<file path="src/rtl/outintf_pkg.sv">
// rtl/outintf_pkg.sv - shared outFIFO interface constants and load FSM state encoding
package outintf_pkg;

  localparam int KB           = 14;
  localparam int HDDW         = 32;
  localparam int ADDRESSWIDTH = 5;
  localparam int UNLOADCOUNT  = 17;
  localparam int MAXOUTCYCLES = 223;
  localparam int SRCADDRWIDTH = 5;
  localparam int SRCBASE      = 0;
  localparam int GUARDCYCLES  = 2;

  localparam int ROWW    = KB * HDDW;
  localparam int ROWCNTW = $clog2(UNLOADCOUNT);
  localparam int GUARDW  = (GUARDCYCLES > 1) ? $clog2(GUARDCYCLES) : 1;

  typedef enum logic [2:0] {
    IDLE       = 3'd0,
    WAIT_EMPTY = 3'd1,
    LOAD       = 3'd2,
    DRAIN      = 3'd3,
    START      = 3'd4,
    GUARD      = 3'd5
  } load_state_t;

endpackage

</file>
<file path="src/rtl/outfifo_load_fsm.sv">
// rtl/outfifo_load_fsm.sv - copies decoder HD rows into outFIFO, then starts its read and acks the decoder
// Optional frame counter enabled by OUTLOAD_FRAMECNT_EN.
module outfifo_load_fsm
  import outintf_pkg::*;
(
  input  logic                    clk,
  input  logic                    rst,
  input  logic                    siso_ready,
  output logic                    siso_ack,
  output logic                    src_rd_en,
  output logic [SRCADDRWIDTH-1:0] src_addr,
  input  logic [ROWW-1:0]         src_rd_data,
  input  logic                    fifo_empty,
  output logic [ADDRESSWIDTH-1:0] WA,
  output logic                    wr_en,
  output logic [ROWW-1:0]         WRDIN_kb,
  output logic                    rd_en,
  output logic                    busy,
  output logic [15:0]             frame_cnt
);

  load_state_t             state_q, state_d;
  logic [ROWCNTW-1:0]      row_q, row_d;
  logic [GUARDW-1:0]       guard_q, guard_d;
  logic                    src_rd_en_d, wr_en_d, rd_en_d, ack_d;
  logic [SRCADDRWIDTH-1:0] src_addr_d;
  logic [ADDRESSWIDTH-1:0] wa_d;

  // Source data arrives the cycle wr_en is high, so it goes straight through.
  assign WRDIN_kb = src_rd_data;

  always_ff @(posedge clk) begin
    if (rst) begin
      state_q   <= IDLE;
      row_q     <= '0;
      guard_q   <= '0;
      src_rd_en <= 1'b0;
      src_addr  <= SRCADDRWIDTH'(SRCBASE);
      WA        <= '0;
      wr_en     <= 1'b0;
      rd_en     <= 1'b0;
      siso_ack  <= 1'b0;
      busy      <= 1'b0;
    end else begin
      state_q   <= state_d;
      row_q     <= row_d;
      guard_q   <= guard_d;
      src_rd_en <= src_rd_en_d;
      src_addr  <= src_addr_d;
      WA        <= wa_d;
      wr_en     <= wr_en_d;
      rd_en     <= rd_en_d;
      siso_ack  <= ack_d;
      busy      <= (state_d != IDLE);
    end
  end

  // Outputs are registered from the next-state decision, so each state's cycle shows its own strobes.
  always_comb begin
    state_d     = state_q;
    row_d       = row_q;
    guard_d     = guard_q;
    src_rd_en_d = 1'b0;
    src_addr_d  = src_addr;
    wa_d        = WA;
    wr_en_d     = 1'b0;
    rd_en_d     = 1'b0;
    ack_d       = 1'b0;
    case (state_q)
      IDLE: begin
        if (siso_ready) begin
          if (fifo_empty) begin
            state_d     = LOAD;
            row_d       = '0;
            src_rd_en_d = 1'b1;
            src_addr_d  = SRCADDRWIDTH'(SRCBASE);
          end else begin
            state_d = WAIT_EMPTY;
          end
        end
      end
      WAIT_EMPTY: begin
        if (fifo_empty) begin
          state_d     = LOAD;
          row_d       = '0;
          src_rd_en_d = 1'b1;
          src_addr_d  = SRCADDRWIDTH'(SRCBASE);
        end
      end
      LOAD: begin
        wr_en_d = 1'b1;
        wa_d    = ADDRESSWIDTH'(row_q);
        if (row_q == ROWCNTW'(UNLOADCOUNT - 1)) begin
          state_d = DRAIN;
        end else begin
          row_d       = row_q + 1'b1;
          src_rd_en_d = 1'b1;
          src_addr_d  = SRCADDRWIDTH'(SRCBASE) + SRCADDRWIDTH'(row_d);
        end
      end
      DRAIN: begin
        state_d = START;
        rd_en_d = 1'b1;
        ack_d   = 1'b1;
      end
      START: begin
        state_d = GUARD;
        guard_d = '0;
      end
      GUARD: begin
        // outFIFO's empty flag lags the start pulse; ignore it until it settles.
        if (guard_q == GUARDW'(GUARDCYCLES - 1)) begin
          state_d = IDLE;
        end else begin
          guard_d = guard_q + 1'b1;
        end
      end
      default: state_d = IDLE;
    endcase
  end

`ifdef OUTLOAD_FRAMECNT_EN
  logic [15:0] frame_cnt_q;

  always_ff @(posedge clk) begin
    if (rst) begin
      frame_cnt_q <= '0;
    end else if (state_q == DRAIN) begin
      frame_cnt_q <= frame_cnt_q + 16'd1;
    end
  end

  assign frame_cnt = frame_cnt_q;
`else
  assign frame_cnt = '0;
`endif

endmodule

</file>
<file path="config.mk">
export PLATFORM = sky130hd
export DESIGN_NAME = outfifo_load_fsm
export DESIGN_NICKNAME = d
export VERILOG_FILES = /design/src/rtl/outintf_pkg.sv /design/src/rtl/outfifo_load_fsm.sv
export SDC_FILE = /design/constraint.sdc
export NUM_CORES = 1
export LEC_CHECK = 0
export ABC_AREA = 1
export ABC_CLOCK_PERIOD_IN_PS = 1600
export CORE_AREA = 2 2 358 360
export DETAILED_ROUTE_END_ITERATION = 8
export DIE_AREA = 0 0 360 362
export PLACE_DENSITY_LB_ADDON = 0.1
export SETUP_SLACK_MARGIN = 0.15
export SLEW_MARGIN = 25
export SYNTH_ARGS = -nofsm -noshare
export SYNTH_HDL_FRONTEND = slang
export SYNTH_SLANG_ARGS = --single-unit
export TNS_END_PERCENT = 20
</file>
<file path="constraint.sdc">
create_clock -name clk -period 1.6 [get_ports clk]
set_input_delay 0.32 -clock clk [delete_from_list [all_inputs] [get_ports clk]]
set_output_delay 0.32 -clock clk [all_outputs]
set_load 0.005 [all_outputs]
</file>
==> results.json, run 1 <==
{
  "status": "finished, final reports clean",
  "p_leak_uw": 0.000601,
  "totalNegativeSetupSlack_ns": 0,
  "hold_path_class": "flip-flop to flip-flop",
  "grt_pass1_vias": 1664,
  "r2r_cells": 8,
  "period_share_pct": 93.6,
  "ys_seq_area_share_pct": 8.38,
  "seq_power_share_pct": 35.2,
  "setup_viol": 0,
  "grt_first_pass_wirelength_mm": 22.2,
  "critPathLaunchType": "flip-flop",
  "grt_max_degree": 11,
  "clk_pin_slew_ns": 0.07,
  "placed_area_mm2": 0.00323,
  "wl_per_cell_um": 10.6,
  "timing.hold.ws_ns": 0.518,
  "critPathTopFamily": "buffers and inverters",
  "die_w_um": 360,
  "cts_buffer_depth": 2,
  "hold_viol_final": 0,
  "worstHoldStart": "guard_q$_SDFFE_PP0P_",
  "slowest_delay_ns": 0.53,
  "num_vias": 1531,
  "holdBufCountCts": 0,
  "drc": 0,
  "hpwl_mm": 16.3,
  "antenna_left": 0,
  "synth-seq-cells": 18,
  "antenna_found_initial": 1,
  "layout.nets": 601,
  "fin_area_mm2": 0.00336,
  "viasPerCell": 0.846,
  "core_mm2": 0.127,
  "cp.arrival_ns": 1.18,
  "combPwrFrac_pct": 19.2,
  "cts_buffers": 3,
  "grtUsageTotal_pct": 2.73,
  "first_pass_iters": 4,
  "cp.required_ns": 1.28,
  "clk_latency_ns": 0.28,
  "synth_area_per_cell_um2": 7.65,
  "root_buffer": "clkbuf_16",
  "cts_tree": "built",
  "htree_levels": 1,
  "cap_violations": 0,
  "cellInternalPower_uw": 983,
  "cts.sinks": 18,
  "cp-end-kind": "output port",
  "crit_chain": "clkdlybuf4s50_1",
  "drive_above_1_share_pct": 32.9,
  "yosysWarnings": 0,
  "rsz0062_at_grt": "true",
  "synthCells": 562,
  "dieArea_mm2": 0.130,
  "hold_depth": 2,
  "drtIter0Drc": 98,
  "fmax_mhz": 668,
  "path_class": "flip-flop to output port",
  "io-pin-count": 931,
  "fin_skew_ns": 0.00853,
  "rr_endpoint": "row_q[4]$_SDFFE_PP0P_",
  "r2r_start": "state_q[1]$_SDFF_PP0_",
  "grt.overflow.total": 0,
  "power_density_mw_per_mm2": 424,
  "period_needed_ns": 1.50,
  "sw_frac_of_total_pct": 30.9,
  "vdd_drop_max_v": 0.000305,
  "finalWirelength_mm": 19.1,
  "portBuffers": 18,
  "slowest_stage": "clkdlybuf4s50_1",
  "area_growth_syn_to_layout_pct": -21.9,
  "final_cell_mix": "conb_1 (16), buf_4 (16), dfxtp_1 (12), nor2_1 (12)",
  "slew_violations": 0,
  "crit_buf_inv": 1,
  "fp.dieH_um": 362,
  "worstPathMaxFanout": 2,
  "reg2reg_setup_slack_ns": 0.28,
  "gp_congestion": 0.585,
  "n_fill_cell": 15100,
  "synth_area_mm2": 0.00430,
  "start_util_pct": 3.40,
  "rows": 131,
  "p_clk_share_pct": 45.6,
  "p_sw_uw": 440,
  "min_to": "guard_q$_SDFFE_PP0P_",
  "cp-startpoint": "row_q[4]$_SDFFE_PP0P_",
  "ys_types": 27
}
[power by group through the flow]
stage | Combinational, uW | Clock, uW | Sequential, uW
after detailed placement | 282 | 0 | 511
after CTS | 282 | 715 | 502
final | 274 | 648 | 501
after global placement | 287 | 0 | 513
after global routing | 314 | 732 | 505
after floorplan | 1030 | 0 | 506
[stage by stage]
step / utilization, % / worst slack [ns] / power [uW] / instances
floorplan: - / 0.409 / 1540 / 577
global placement: 2.55 / 0.0726 / 801 / 1803
detailed placement: 2.55 / 0.0919 / 793 / 1803
CTS: 2.62 / 0.0559 / 1500 / 1807
global route: 2.65 / 0.0589 / 1550 / 1808
finish: 2.65 / 0.103 / 1420 / 1809
[cells by family after synthesis]
| group | after synthesis | synth area share (%) |
|---|---|---|
| other cells | 1 | 0.0872 |
| xor+xnor | 1 | 0.204 |
| fa+ha+maj | 2 | 0.582 |
| simple gates | 47 | 5.88 |
| flops | 18 | 8.38 |
| compound gates | 15 | 2.21 |
| buf+inv | 478 | 82.7 |
[registers in the layout (all words and copies together), names as in the netlist]
register   cells
wr_en          1
src_rd_en      1
busy           1
guard_q        1
WA             5
rd_en          1
state_q        3
row_q          5
[synth_stat cells, drive strengths merged]
library cell	number	area (um2)
buf	468	3520
dfxtp	18	360
nand2	14	65.1
nor2	14	55.1
nand3	13	82.6
inv	10	37.5
a21oi	8	51.3
o21ai	5	25.0
ha	2	25.0
nand4	2	12.5
nor3	2	21.3
a211oi	1	7.51
conb	1	3.75
nand3b	1	7.51
o21bai	1	11.3
or2	1	8.76
xnor2	1	8.76
[area by class of cell]
| class | instances | area [um2] | area share [%] |
|---|---|---|---|
| tap | 1662 | 2080 | 61.9 |
| antenna | 1 | 2.50 | 0.0745 |
| timing repair buffer | 33 | 332 | 9.87 |
| sequential | 18 | 373 | 11.1 |
| clock buffer | 4 | 88.8 | 2.64 |
| inverter | 10 | 37.5 | 1.12 |
| multi-input combinational | 81 | 447 | 13.3 |
[layer usage]
layer	vias up	global-route usage, %	share of wire, %
met3	180	3.42	27
met5	-	1.18	0.74
met4	4	3.77	15
met2	389	2.65	30
li1	404	-	-
met1	554	2.12	27
[timing repair]
item	in CTS	in global routing
pin swaps	0	1
buffers inserted	0	1
setup endpoints to repair	9	12
gates resized for setup	7	5
[worst max-delay path by stage]
stage | endpoint | slack [ns] | depth (start not counted)
floorplan | row_q[0]$_SDFFE_PP0P_ | 0.41 | 8
global placement | row_q[0]$_SDFFE_PP0P_ | 0.07 | 7
detailed placement | busy$_SDFF_PP0_ | 0.09 | 5
CTS | WA[2] | 0.06 | 1
global route | src_addr[4] | 0.06 | 1
finish | src_addr[4] | 0.10 | 1
(Power assumes the default switching activity.)
==> run 2, diff against run 1 <==
- GPL_TIMING_DRIVEN: unset -> 0
==> results.json, run 2 (synthesis gave the netlist of run 1 again) <==
{
  "grt.overflow.total": 0,
  "clk_latency_ns": 0.25,
  "cts.sinks": 18,
  "first_pass_iters": 4,
  "dp_slack_ns": -0.0924,
  "dieArea_mm2": 0.130,
  "slowest_delay_ns": 0.53,
  "cts_buffer_depth": 2,
  "use_met2_pct": 9.02,
  "root_buffer": "clkbuf_16",
  "drc": 0,
  "power_density_mw_per_mm2": 310,
  "top_regs": "WA (5), row_q (5), state_q (3)",
  "slowest_stage": "clkdlybuf4s50_1",
  "grt_first_pass_wirelength_mm": 39.9,
  "finalWirelength_mm": 32.2,
  "cp.required_ns": 1.28,
  "antenna_cells": 0,
  "slew_violations": 0,
  "worst_slack_ns": 0.204,
  "grt_max_degree": 11,
  "crit_buf_inv": 1,
  "period_share_pct": 87.2,
  "gp_congestion": 0.899,
  "path_class": "flip-flop to output port",
  "rows": 131,
  "htree_levels": 1,
  "fin_skew_ns": 0.00356,
  "antenna_left": 0,
  "start_util_pct": 3.40,
  "grt_pass1_vias": 5011,
  "multi_input_area_um2": 442,
  "cap_violations": 0,
  "grt_use_met3_pct": 2.35,
  "cp.arrival_ns": 1.08,
  "holdBufCountCts": 0,
  "layout_commonest_cell": "buf_4",
  "timing.hold.ws_ns": 0.426,
  "hpwl_mm": 30.8,
  "core_mm2": 0.127,
  "p_leak_uw": 0.00452,
  "use_met1_pct": 3.55,
  "totalNegativeSetupSlack_ns": 0,
  "viasPerCell": 1.76,
  "fmax_mhz": 717,
  "status": "finished, final reports clean",
  "antenna_found_initial": 1,
  "portBuffers": 465,
  "layout.nets": 1501,
  "busiest_layer": "met2",
  "hold_path_class": "primary input to flip-flop",
  "hold_viol_final": 0,
  "clk_pin_slew_ns": 0.05,
  "drive_above_1_share_pct": 47.5,
  "drtIter0Drc": 128,
  "vdd_drop_max_v": 0.000285,
  "seq_area_um2": 367,
  "wl_per_cell_um": 11.9,
  "fp.dieH_um": 362,
  "area_growth_syn_to_layout_pct": 159,
  "placed_area_mm2": 0.0111,
  "critPathLaunchType": "flip-flop",
  "final_cell_mix": "buf_4 (466), clkdlybuf4s50_1 (453), conb_1 (16)",
  "worstPathMaxFanout": 1,
  "die_w_um": 360,
  "cts_buffers": 3,
  "grtUsageTotal_pct": 4.38,
  "fin_area_mm2": 0.0112,
  "finish.utilization_pct": 8.80,
  "n_fill_cell": 14800,
  "rsz0062_at_grt": "true",
  "period_needed_ns": 1.40,
  "cp-end-kind": "output port",
  "cts_tree": "built",
  "io-pin-count": 931,
  "post_cts_buffers": 0,
  "num_vias": 4757,
  "setup_viol": 0,
  "critPathTopFamily": "buffers and inverters",
  "crit_chain": "clkdlybuf4s50_1"
}
## run 2: cell count changes in the layout (fill, tap and decap cells not counted), sizes merged
cell,change
clkdlybuf4s15,+3
dlymetal6s2s,-1
clkdlybuf4s50,+442
diode,-1
buf,+452
dlygate4sd2,+4
clkbuf,-1
## run 2: path summary, 6_finish.rpt
path / from / end / slack (ns) / cells past startpoint
min: rst / src_rd_en$_SDFF_PP0_ / 0.43 / 2
max reg2reg: row_q[1]$_SDFFE_PP0P_ / row_q[0]$_SDFFE_PP0P_ / 0.33 / 8
min reg2reg: state_q[1]$_SDFF_PP0_ / rd_en$_SDFF_PP0_ / 0.50 / 2
max: wr_en$_SDFF_PP0_ / wr_en / 0.20 / 1
## run 2: report_power, final
group / switching, uW / internal, uW
Combinational: 728 / 1730
Sequential: 23.0 / 476
Clock: 175 / 329
Total: 926 / 2540
## run 2: area by class of cell
cell class,count,share of cell area [%]
sequential,18,3.29
multi-input combinational,81,3.96
timing repair buffer,465,41.5
inverter,10,0.337
buffer,468,31.5
tap,1662,18.6
clock buffer,3,0.673
## run 2: per-stage QoR
stage | instances | total power [uW]
2_1_floorplan | 577 | 1540
3_3_place_gp | 2704 | 3060
3_5_place_dp | 2704 | 3030
4_1_cts | 2707 | 3550
5_1_grt | 2707 | 3670
6_report | 2707 | 3460
## run 2: worst register-to-register path, cell delays in order (launching register included)
cell and delay (ns):
dfxtp_2 0.39, inv_1 0.08, ha_1 0.18, nand3_1 0.11, nand2_2 0.13, nand2_4 0.11, inv_2 0.06, nor2_1 0.08
nor2_1 0.04
## run 2: timing repair
item,CTS,global route
gates resized for setup,30,3
endpoints found under the setup margin,12,9
hold endpoints to repair,0,0
pin swaps,0,0
## run 2: per-layer routing
layer	up-vias	share of wire, %
li1	2198	-
met5	-	0.040
met2	428	58
met1	2113	27
met4	2	2.3
met3	16	13
